<file path="src/rtl/muldiv_exec.sv">
// Iterative RV32M/RV64M multiply/divide unit with valid/ready response.
// MDU_FAST_MUL_EN selects a single-cycle multiplier; divides stay iterative.
module muldiv_exec #(
  parameter int XLEN           = 32,
  parameter int BITS_PER_CYCLE = 1
) (
  input  logic            clk,
  input  logic            reset_n,
  input  logic            req_v_i,
  output logic            req_rdy_o,
  input  logic [2:0]      funct3_i,
  input  logic [4:0]      rd_i,
  input  logic [XLEN-1:0] rs1_data_i,
  input  logic [XLEN-1:0] rs2_data_i,
  input  logic            flush_i,
  output logic            busy_o,
  output logic            rsp_v_o,
  input  logic            rsp_rdy_i,
  output logic [4:0]      rd_o,
  output logic [XLEN-1:0] rd_data_o
);

  localparam int STEPS = XLEN / BITS_PER_CYCLE;
  localparam int CW    = $clog2(STEPS + 1);
  localparam logic [CW-1:0] CNT_LOAD = CW'(STEPS);
  localparam logic [CW-1:0] CNT_LAST = CW'(1);
  localparam logic [XLEN-1:0] MIN_INT =
    {1'b1, {(XLEN-1){1'b0}}};

  typedef enum logic [1:0] {
    S_IDLE,
    S_BUSY,
    S_FIX,
    S_DONE
  } state_t;

  state_t r_state;
  state_t w_next;

  logic [2:0]        r_f3;
  logic [4:0]        r_rd;
  logic [XLEN-1:0]   r_a;
  logic [XLEN-1:0]   r_b;
  logic [2*XLEN-1:0] r_acc;
  logic              r_neg;
  logic              r_neg_a;
  logic [CW-1:0]     r_cnt;
  logic [XLEN-1:0]   r_rd_data;

  logic              w_accept;
  logic              w_is_div;
  logic              w_sgn_a;
  logic              w_sgn_b;
  logic              w_neg_a;
  logic              w_neg_b;
  logic [XLEN-1:0]   w_abs_a;
  logic [XLEN-1:0]   w_abs_b;
  logic              w_div0;
  logic              w_ovf;
  logic              w_early;
  logic [XLEN-1:0]   w_early_res;
  logic              w_fast;

  logic [2*XLEN-1:0] w_step;
  logic [XLEN:0]     w_rem_sh;
  logic [XLEN:0]     w_diff;
  logic [XLEN:0]     w_sum;

  logic [2*XLEN-1:0] w_prod;
  logic [XLEN-1:0]   w_quo;
  logic [XLEN-1:0]   w_rem;
  logic [XLEN-1:0]   w_fix_res;

  // Request decode: operand signedness, magnitudes, early-out cases
  always_comb begin
    w_accept = (r_state == S_IDLE) & req_v_i & ~flush_i;
    w_is_div = funct3_i[2];
    w_sgn_a  = (funct3_i == 3'b001) | (funct3_i == 3'b010) |
               (funct3_i == 3'b100) | (funct3_i == 3'b110);
    w_sgn_b  = (funct3_i == 3'b001) | (funct3_i == 3'b100) |
               (funct3_i == 3'b110);
    w_neg_a  = w_sgn_a & rs1_data_i[XLEN-1];
    w_neg_b  = w_sgn_b & rs2_data_i[XLEN-1];
    w_abs_a  = w_neg_a ? -rs1_data_i : rs1_data_i;
    w_abs_b  = w_neg_b ? -rs2_data_i : rs2_data_i;
    w_div0   = w_is_div & (rs2_data_i == '0);
    w_ovf    = w_is_div & ~funct3_i[0] &
               (rs1_data_i == MIN_INT) & (rs2_data_i == '1);
    w_early  = w_div0 | w_ovf;
    w_early_res = '0;
    if (w_div0)
      w_early_res = funct3_i[1] ? rs1_data_i : '1;
    else if (w_ovf)
      w_early_res = funct3_i[1] ? '0 : MIN_INT;
  end

`ifdef MDU_FAST_MUL_EN
  logic signed [2*XLEN-1:0] w_fa;
  logic signed [2*XLEN-1:0] w_fb;
  logic signed [2*XLEN-1:0] w_fprod;
  logic [XLEN-1:0]          w_fast_res;

  // Single-cycle signed product of sign/zero-extended operands
  always_comb begin
    w_fast = ~funct3_i[2];
    w_fa = {{XLEN{w_sgn_a & rs1_data_i[XLEN-1]}}, rs1_data_i};
    w_fb = {{XLEN{w_sgn_b & rs2_data_i[XLEN-1]}}, rs2_data_i};
    w_fprod = w_fa * w_fb;
    w_fast_res = (funct3_i[1:0] == 2'b00) ?
                 w_fprod[XLEN-1:0] : w_fprod[2*XLEN-1:XLEN];
  end
`else
  assign w_fast = 1'b0;
`endif

  // One BUSY iteration: BITS_PER_CYCLE shift-add or shift-subtract steps
  always_comb begin
    w_step   = r_acc;
    w_rem_sh = '0;
    w_diff   = '0;
    w_sum    = '0;
    for (int i = 0; i < BITS_PER_CYCLE; i++) begin
      if (r_f3[2]) begin
        w_rem_sh = {w_step[2*XLEN-1:XLEN], w_step[XLEN-1]};
        w_diff   = w_rem_sh - {1'b0, r_b};
        if (!w_diff[XLEN])
          w_step = {w_diff[XLEN-1:0], w_step[XLEN-2:0], 1'b1};
        else
          w_step = {w_rem_sh[XLEN-1:0], w_step[XLEN-2:0], 1'b0};
      end else begin
        w_sum = {1'b0, w_step[2*XLEN-1:XLEN]};
        if (w_step[0])
          w_sum = w_sum + {1'b0, r_a};
        w_step = {w_sum, w_step[XLEN-1:1]};
      end
    end
  end

  // Sign correction and result selection for the FIX cycle
  always_comb begin
    w_prod = r_neg ? -r_acc : r_acc;
    w_quo  = r_neg ? -(r_acc[XLEN-1:0]) : r_acc[XLEN-1:0];
    w_rem  = r_neg_a ? -(r_acc[2*XLEN-1:XLEN]) :
                       r_acc[2*XLEN-1:XLEN];
    w_fix_res = w_prod[XLEN-1:0];
    unique case (1'b1)
      r_f3[2] & r_f3[1]:
        w_fix_res = w_rem;
      r_f3[2] & ~r_f3[1]:
        w_fix_res = w_quo;
      ~r_f3[2] & (r_f3[1:0] != 2'b00):
        w_fix_res = w_prod[2*XLEN-1:XLEN];
      default: ;
    endcase
  end

  // State register
  always_ff @(posedge clk or negedge reset_n) begin
    if (!reset_n)
      r_state <= S_IDLE;
    else
      r_state <= w_next;
  end

  // Next-state logic; flush returns to IDLE from anywhere
  always_comb begin
    w_next = r_state;
    unique case (r_state)
      S_IDLE:
        if (w_accept)
          w_next = (w_early | w_fast) ? S_DONE : S_BUSY;
      S_BUSY:
        if (flush_i)
          w_next = S_IDLE;
        else if (r_cnt == CNT_LAST)
          w_next = S_FIX;
      S_FIX:
        w_next = flush_i ? S_IDLE : S_DONE;
      S_DONE:
        if (flush_i | rsp_rdy_i)
          w_next = S_IDLE;
      default:
        w_next = S_IDLE;
    endcase
  end

  // Output decode from state and result registers
  always_comb begin
    req_rdy_o = (r_state == S_IDLE);
    busy_o    = (r_state != S_IDLE);
    rsp_v_o   = (r_state == S_DONE);
    rd_o      = r_rd;
    rd_data_o = r_rd_data;
  end

  // Datapath: operand latch on accept, iteration, result capture
  always_ff @(posedge clk or negedge reset_n) begin
    if (!reset_n) begin
      r_f3      <= '0;
      r_rd      <= '0;
      r_a       <= '0;
      r_b       <= '0;
      r_acc     <= '0;
      r_neg     <= 1'b0;
      r_neg_a   <= 1'b0;
      r_cnt     <= '0;
      r_rd_data <= '0;
    end else if (w_accept) begin
      r_f3    <= funct3_i;
      r_rd    <= rd_i;
      r_a     <= w_abs_a;
      r_b     <= w_abs_b;
      r_acc   <= {{XLEN{1'b0}}, w_is_div ? w_abs_a : w_abs_b};
      r_neg   <= w_neg_a ^ w_neg_b;
      r_neg_a <= w_neg_a;
      r_cnt   <= CNT_LOAD;
      if (w_early)
        r_rd_data <= w_early_res;
`ifdef MDU_FAST_MUL_EN
      else if (w_fast)
        r_rd_data <= w_fast_res;
`endif
    end else if (r_state == S_BUSY) begin
      r_acc <= w_step;
      r_cnt <= r_cnt - 1'b1;
    end else if (r_state == S_FIX) begin
      r_rd_data <= w_fix_res;
    end
  end

endmodule
</file>
<file path="config.mk">
export PLATFORM = sky130hd
export DESIGN_NAME = muldiv_exec
export DESIGN_NICKNAME = d
export VERILOG_FILES = /design/src/rtl/muldiv_exec.sv
export SDC_FILE = /design/constraint.sdc
export NUM_CORES = 1
export LEC_CHECK = 0
export CAP_MARGIN = 20
export CORE_MARGIN = 4
export CORE_UTILIZATION = 35
export DETAILED_ROUTE_END_ITERATION = 8
export GPL_TIMING_DRIVEN = 0
export PLACE_DENSITY = 0.65
export SKIP_CTS_REPAIR_TIMING = 1
export SLEW_MARGIN = 20
export SYNTH_ARGS = -nofsm -noshare
export SYNTH_HDL_FRONTEND = slang
export SYNTH_SLANG_ARGS = --single-unit
export TNS_END_PERCENT = 50
</file>
<file path="constraint.sdc">
create_clock -name clk -period 2.93 [get_ports clk]
set_clock_uncertainty 0.1 [all_clocks]
set_input_delay 0.7325 -clock clk [delete_from_list [all_inputs] [get_ports clk]]
set_output_delay 0.7325 -clock clk [all_outputs]
set_load 0.05 [all_outputs]
</file>
* Word level (Yosys, flattened, before mapping)
Cells that the tools add are included.
** Word-level totals
- Bits in registers :: 178
- Output and inout port bits :: 40
- Logic and storage cells :: 93
** Cells by class
- Add/subtract/negate cells :: 8
- Eq/ne operators :: 15
- Mux-type cells :: 29
- Bitwise gates (word level) :: 23
- Reduce and logical (&&, ||, !) cells :: 8
** Operator list (count)
- 32-bit 2-to-1 mux :: 13
- 64-bit 2-to-1 mux :: 5
- 32-bit negator :: 4
- 32-bit case mux with 3 select lines :: 1
- 32-bit equality test, second input constant :: 2
- 64-bit negator :: 1
- 32-bit by 32-bit adder with 33-bit output :: 1
- 33-bit 2-to-1 mux :: 1
- 33-bit by 32-bit subtractor with 33-bit output :: 1
- 32-bit zero test :: 1
- 2-bit 2-to-1 mux :: 6
- 6-bit 2-to-1 mux :: 2
- 1-bit AND :: 11
- 2-bit case mux with 4 select lines :: 1
- 2-bit nonzero test :: 4
- 1-bit bitwise OR :: 7
- 3-bit equality test, second input constant :: 2
- 6-bit by 1-bit equality test with 1-bit output, second input constant :: 1
- 2-bit by 1-bit != test with 1-bit output, second input constant :: 3
- 3-bit AND reduction :: 2
- 6-bit by 1-bit subtractor with 6-bit output, second input constant :: 1
- 2-bit equality test, second input constant :: 2
- 1-bit NOT :: 4
- 3-bit by 1-bit equality test with 1-bit output, second input constant :: 1
- other kinds (6) :: 6

* Logic depth before layout (Yosys ltp)
Gate-level depths: netlist of run 1.
- Depth in word-level cells :: 8
- Gate-level depth with buffers :: 15

* Worst setup path before layout of run 1
Ideal clock, no wire load.
- Kind :: input-to-reg
- Start :: in rs2_data_i[0]
- End :: reg r_rd_data[4] (netlist: rd_data_o[4])
- Setup time :: 0.096 ns
- Arrival :: 3.176 ns
- Data required time :: 2.734 ns
- Setup slack :: -0.442 ns
- Cell stages on the path :: 13
- Path buffers :: 3
- Path through :: inv_1 > ha_1 > or4b_4 > nor3_4 > nand4_2 > or4_1 > buf_2 > o21ai_2 > a21o_1 > buf_4 > buf_6 > nor2_1 > a311oi_2
** Between the ends
- Word-level cells in the longest chain between the ends :: 6
- Elaborated cells between the ends (all ways) :: 11
- Those cells by class :: eq/ne (2); mux (4); bitwise (3); reduce/logical (2)
** RTL lines
- start, declared :: line 14 : input logic [XLEN-1:0] rs2_data_i,
- 32-bit equality test :: line 88 : (rs1_data_i == MIN_INT) & (rs2_data_i == '1);
- 1-bit AND :: line 88
- 32-bit 2-to-1 mux :: line 93 : else if (w_ovf)
- 32-bit 2-to-1 mux :: line 91 : if (w_div0)
- 32-bit 2-to-1 mux :: line 217 : if (w_early)
- 32-bit 2-to-1 mux :: line 208 : end else if (w_accept) begin
- end signal, assigned :: line 218 : r_rd_data <= w_early_res;
- end signal, assigned :: line 227 : r_rd_data <= w_fix_res;
- end, declared :: line 48 : logic [XLEN-1:0] r_rd_data;
Parallel ways exist; a longest one is shown, timed or not. The select of a mux whose other input is x is not followed.
A chain may end at the register's enable or synchronous reset.

* Worst setup path after layout of run 1
- Start :: reg r_acc[32]
- End :: reg r_acc[49]
** Between the ends
- Word-level cells in the longest chain between the ends :: 5
- Elaborated cells between the ends (all ways) :: 7
- Those cells by class :: add/sub (2); mux (5)
** RTL lines
- start, declared :: line 44 : logic [2*XLEN-1:0] r_acc;
- start signal, assigned :: line 213 : r_acc <= {{XLEN{1'b0}}, w_is_div ? w_abs_a : w_abs_b};
- start signal, assigned :: line 224 : r_acc <= w_step;
- 33-bit by 32-bit subtractor with 33-bit output / 32-bit by 32-bit adder with 33-bit output (equally long branches) :: line 125, 133
- 64-bit 2-to-1 mux / 33-bit 2-to-1 mux (equally long branches) :: line 126, 132
- 64-bit 2-to-1 mux (*) :: line 123 : if (r_f3[2]) begin
- 64-bit 2-to-1 mux (*) :: line 223 : end else if (r_state == S_BUSY) begin
- 64-bit 2-to-1 mux (*) :: line 208
Every way passes the cells marked *; elsewhere a longest branch is shown, timed or not. The select of a mux whose other input is x is not followed.

==> results of run 1 <==
## final cells by class
type | instances | area share (%)
inverters | 75 | 1.46
well taps | 600 | 3.46
multi-input cells | 1704 | 57.8
clock inverters | 12 | 0.565
plain buffers | 144 | 3.63
repair buffers | 228 | 10.5
clock buffers | 19 | 2.04
flip-flops and latches | 178 | 20.6
## worst min path at each step
stage | start | end | slack, ns | depth (start not counted)
after floorplan | reset_n | r_a[0] | 0.34 | 0
after global placement | rd_o[1] | rd_o[1] | 0.37 | 2
after detailed placement | rd_o[2] | rd_o[2] | 0.36 | 2
after CTS | reset_n | rd_data_o[22] | -0.01 | 1
after global routing | r_b[31] | r_b[31] | 0.41 | 2
final | rd_o[2] | rd_o[2] | 0.38 | 2
## worst max-delay path, delay by kind of cell (launching register included)
kind            cells  cell delay, ns
fa+ha+maj           1            0.40
buf+inv             4            0.73
simple gates        2            0.28
mux                 1            0.21
compound gates      6            1.08
flops               1            0.46
## cell families after synthesis
| family | count (synthesis) | synth area share [%] |
|---|---|---|
| XOR/XNOR | 188 | 10.1 |
| buffers and inverters | 229 | 5.57 |
| multiplexers | 86 | 5.38 |
| AO/OA/AOI/OAI | 669 | 25.9 |
| adder cells (fa/ha/maj) | 73 | 5.70 |
| flip-flops | 178 | 27.3 |
| AND/OR/NAND/NOR | 688 | 20.0 |
## per-layer routing
metal | vias to the layer above | track usage, %
li1 | 8079 | -
met1 | 8901 | 39.5
met2 | 1193 | 44.3
met3 | 262 | 6.29
met4 | 4 | 12.3
met5 | - | 0
## sequential cells by signal, summed over array words and instances, names as in the netlist
signal,cells
r_a,32
r_acc,64
r_b,32
r_cnt,6
r_f3,3
r_neg,1
r_neg_a,1
r_state,2
rd_data_o,32
rd_o,5
## cells in the mapped netlist (10+ instances only)
library cell,count,area share [%]
a21o_1,21,0.97
dfrtp_1,178,27
nand2b_1,26,1.0
o221ai_1,25,1.3
buf_1,11,0.25
o41ai_1,13,0.70
o31ai_1,26,1.2
nor2_1,149,3.4
and2_1,10,0.38
or3_1,17,0.65
o21a_1,11,0.51
xnor2_1,107,5.8
a211oi_1,26,1.2
nor3_1,53,1.6
mux2_2,12,0.83
o211ai_1,35,1.6
nand4_1,24,0.92
mux2i_1,74,4.5
inv_1,74,1.7
clkbuf_1,133,3.1
a21oi_1,165,5.1
nand2_1,283,6.5
o21ai_0,225,6.9
nand3_1,40,1.2
xor2_1,81,4.4
or4_1,12,0.55
nor4_1,14,0.54
and3_1,12,0.46
a31oi_1,23,0.88
ha_1,71,5.5
## where the power goes
group,leakage (nW),switching (mW),internal (mW)
registers,2.22,1.11,3.26
logic,6.43,9.52,6.02
clock network,0.266,1.12,1.21
## stage by stage
stage / worst slack, ns / area (µm²) / utilization [%] / hold WS [ns] / TNS (ns)
finish: -0.511 / 21700 / 47.5 / 0.384 / -19.80
global route: -0.576 / 21700 / 47.5 / 0.411 / -23.27
CTS: -1.65 / 19000 / 41.6 / -0.0103 / -105.09
detailed placement: -1.63 / 18400 / 40.3 / 0.362 / -163.80
global placement: -6.66 / 18400 / 40.2 / 0.365 / -1341.91
floorplan: -0.379 / 16500 / - / 0.337 / -11.33
==> results.md, run 1 <==
* Status: complete, but fails checks
* Failing checks: negative setup slack
* CTS clk-pin slew, worst paths at 0.08 ns
* Commonest non-fill, non-tap cell in the layout: nand2_1
* Ys flop type: dfrtp_1
* Ports at roughly 120
* Clock Latency Late Sink at 0.47 ns
* Worst setup SP type: flip-flop
* Maximum vdd drop at 1.02 mV
* Register area at 4470 µm²
* Sink Count at 178
* Clk buf depth at 2
* Commonest non-fill, non-tap cells in the layout: 276 x nand2_1, 180 x o21ai_0, 165 x dfrtp_1
* Largest net degree at the start of global routing at 86
* R2r endpoint: r_acc[49]
* CTS tree: built
* Critical Path End: r_acc[49]
* Core Area at ~46,000 µm²
* Number of global-route vias before repair at 16.9k
* Layout fillers at 4,436
* Critical path class: reg2reg
* Initial DRT Pass Iterations at 6
* Critical Path Sink Type: flip-flop
* Arr. time, crit path at 3.65 ns
* Initial antenna violation count at 2
* Syn nets at 2,261
* DRT Wirelength at 78,100 µm
* FFs w/ async S/R, synth at 100%
* Max-slew headroom at between 10% and 20%
* Mapped Cells at 2,111
* Wire length on met2 at 34,000 µm
* R2R Setup Slk at -0.51 ns
* Worst r2r src: r_acc[32]
* Unrepaired setup endpoints after global routing: yes
* Total congestion overflow at 0
* DRT antenna net count at 0
* Initial Util at 35.7%
* Final Hold Viols at 0
* DRC viols at 0
* DIE AREA at 50,000 µm²
* Power per cell area at 1030 nW/µm²
* Crit path from: r_acc[32]
* Final cell count without fillers at between 2k and 3k
* Initial DRC count at between 2k and 3k
* Register area share after synthesis at a little over a quarter
* # rows at between 70 and 80
* Root Driver: clkbuf_16
* Post-synth EDFFs at 0
* #FFs+latches synth at 178
* Crit-path max FO at 10
* Leakage Power at 8.92 nW
* Final setup violation count at 65
* MaxCap Viol Count at 0
* Final WS setup at -0.511 ns
* Mapped Area at 16,300 µm²
* Inst Count DP at 2,828
* Share of layout cells above drive strength 1 at 21.2%
* # H-tree levels at 4
* Die Y at 224 µm
* First-pass GRT wire length at approximately 110,000 µm
* Count of yosys warnings during synthesis at 0
* Tot Pwr at 22.2 mW
* Post-Syn Area per Cell at ~7.7 µm²
* Nets at 2,498
* CP max-delay cell: dfrtp_2
* Uppermost layer routed: met5
* Dpl hpwl at roughly 60,000 µm
* Multi-input gate area at roughly 13,000 µm²
* Max-slew violations at 0
* Gr usage total at 28.9%
* Worst-margin pin slew at 1.22 ns
* Synth cell types at 85
* Wl on met1 at 31,800 µm
* Max incr delay on CP at 0.46 ns
* Hold Crit Class: reg2reg
* Routed WL per cell at 26.4 µm
* Vias per cell at around 6.2
* Met3 routed WL at around 7900 µm
* N_diodes at 0
* P&R area growth vs syn at 33.1%
* Min Tclk post-route at 3.44 ns
* CP required at approximately 3.1 ns
* Port Buffers at between 100 and 150
* DR vias at 18.4k
* Clock buffer count from CTS at 17
* Gpl congestion at 1.04
* Tcrit/Tclk final at 117%
* Worst-path cell chain: clkinvlp_4 > fa_2 > nand2b_4 > a21oi_4 > o211a_4 > o21ai_4 > a211oi_4 > o211ai_1 > buf_4 > nand3_4 > buf_12 > buf_8 > mux2i_1 > o221ai_1
* Die Wd at 224 µm
* Achievable Freq at 291 MHz
* Reg2Reg Depth at 14
(Power assumes the default switching activity.)
==> run 2, diff against run 1 <==
--- a/config.mk
+++ b/config.mk
@@ -9,8 +9,9 @@
 export CORE_MARGIN = 4
 export CORE_UTILIZATION = 35
 export DETAILED_ROUTE_END_ITERATION = 8
+export DONT_BUFFER_PORTS = 1
 export GPL_TIMING_DRIVEN = 0
-export PLACE_DENSITY = 0.65
+export PLACE_DENSITY = 0.62
 export SKIP_CTS_REPAIR_TIMING = 1
 export SLEW_MARGIN = 20
 export SYNTH_ARGS = -nofsm -noshare
==> results.md, run 2 (synthesis results as in run 1) <==
* Max FFs per register at 64
* Die Y at 224 µm
* Pre-CTS WS at -1.82 ns
* # rows at 78
* Initial DRC count at about 2.4k
* Sink Count at between 150 and 200
* Failing checks: negative hold slack, negative setup slack
* Tcrit/Tclk final at 116%
* Commonest non-fill, non-tap cells in the layout: 278 x nand2_1, 185 x o21ai_0, 162 x dfrtp_1
* Hold Crit Class: in2async
* Nets at 2,363
* Max incr delay on CP at 0.45 ns
* Number of global-route vias before repair at 16.2k
* DR vias at roughly 18k
* Clock buffer count from CTS at 17
* Routed WL per cell at 27.7 µm
* Status: complete, but fails checks
* Delay-heaviest family, CP: compound AO/OA/AOI/OAI gates
* Dpl hpwl at 59,800 µm
* WHS at -0.138 ns
* Port Buffers at 0
* Max-slew headroom at between 15 and 20%
* # H-tree levels at 4
* Root Driver: clkbuf_16
* Power per cell area at ~1100 nW/µm²
* Commonest non-fill, non-tap cell in the layout: nand2_1
* Vias per cell at ~6.4
* Gr usage total at 29.0%
* Min Tclk post-route at 3.40 ns
* DRC viols at 0
* DRT Wirelength at 78,200 µm
* Critical Path Sink Type: flip-flop
* CTS clk-pin slew, worst paths at 0.08 ns
* Share of layout cells above drive strength 1 at 20.1%
* Unrepaired setup endpoints after global routing: yes
* CP max-delay cell: dfrtp_2
* CP required at 3.21 ns
* Clock Latency Late Sink at 0.46 ns
* Worst setup SP type: flip-flop
* Tot Pwr at 22.0 mW
* Worst-path cell chain: ha_4 > o211ai_1 > a21oi_4 > o211a_4 > o21ai_4 > a211oi_4 > or4_4 > buf_6 > nand3_4 > buf_12 > buf_12 > nand4_1 > a41oi_1
* Arr. time, crit path at 3.68 ns
* Maximum vdd drop at a little under 0.7 mV
* Initial Util at 35.7%
* Gpl congestion at 1.02
* Critical path class: reg2reg
* Final WS setup at -0.469 ns
* DIE AREA at 50,000 µm²
* DRT antenna net count at 0
* N_diodes at 0
* Final Hold Viols at 178
* Leakage Power at 8.03 nW
* Ports at 117
* Max-slew violations at 0
* Final setup violation count at 65
* Largest net degree at the start of global routing at 179
* Most used cell, CP: buf_12
* Total congestion overflow at 0
* Initial DRT Pass Iterations at 8
* Core Area at approximately 46,000 µm²
* Achievable Freq at around 290 MHz
* Crit-path max FO at 5
* Largest register by flop count: r_acc
* First-pass GRT wire length at around 110,000 µm
* Clk buf depth at 2
* Initial antenna violation count at 1
* Critical path buffers and inverters at 3
* Worst-margin pin slew at 1.20 ns
* P&R area growth vs syn at 23.4%
* CTS tree: built
* MaxCap Viol Count at 0
* Die Wd at 224 µm
[run 2: cell types whose count changed in the layout (fill, tap and decap cells not counted), moves of 5 or more]
cell             before  now
a21oi_2              22   15
buf_12               11    6
dlymetal6s2s_1       25    0
clkdlybuf4s50_1      76    0
buf_4                91   76
or4_4                13    8
o21ai_0             180  185
a21oi_1             141  148
buf_8                 9    3
or4_1                 0    5
clkbuf_2             27   21
xnor2_1              90   95
nor2_2               15    9
xnor2_2              17   12
[run 2: area by class of cell]
cell class | count | area, µm²
Clock buffer | 20 | 447
Multi-Input combinational cell | 1705 | 12400
Timing Repair Buffer | 91 | 855
Inverter | 75 | 353
Clock inverter | 11 | 106
Sequential cell | 178 | 4470
Fill cell | 4622 | 25600
Tap cell | 600 | 751
Buffer | 145 | 743
[run 2: where the power goes]
group | switching [mW] | leakage, nW | internal, mW | total, mW
Sequential | 1.90 | 2.22 | 3.25 | 5.15
Combinational | 8.78 | 5.54 | 5.76 | 14.5
Clock | 1.11 | 0.269 | 1.20 | 2.31
Total | 11.8 | 8.03 | 10.2 | 22.0
[run 2: final timing paths]
| path | from | to | slack, ns | depth (start not counted) |
|---|---|---|---|---|
| max | r_acc[34] | r_acc[63] | -0.47 | 13 |
| min | reset_n | rd_data_o[17] | -0.14 | 0 |
| max reg2reg | r_acc[34] | r_acc[63] | -0.47 | 13 |
| min reg2reg | r_b[6] | r_b[6] | 0.38 | 2 |
| max in group asynchronous | reset_n | r_acc[19] | 2.35 | 0 |
| min in group clk | flush_i | r_state[0] | 0.23 | 1 |
[run 2: routing by layer]
metal | vias up | share of wire [%] | global-route usage, %
met2 | 1164 | 43 | 44.2
li1 | 7821 | - | -
met4 | 2 | 6.0 | 13.0
met5 | - | 0.017 | 0
met1 | 8810 | 40 | 39.1
met3 | 250 | 11 | 6.96
[run 2: metrics by stage]
stage	util (%)	setup TNS, ns	instance area (µm²)	hold slack, ns	std cells
floorplan	-	-11.33	16500	0.337	2111
global placement	37.7	-134.90	17200	0.342	2711
detailed placement	37.7	-138.33	17200	0.342	2711
CTS	38.9	-128.70	17800	-0.151	2742
global route	44.0	-20.05	20100	-0.153	2825
finish	44.0	-15.90	20100	-0.138	2825
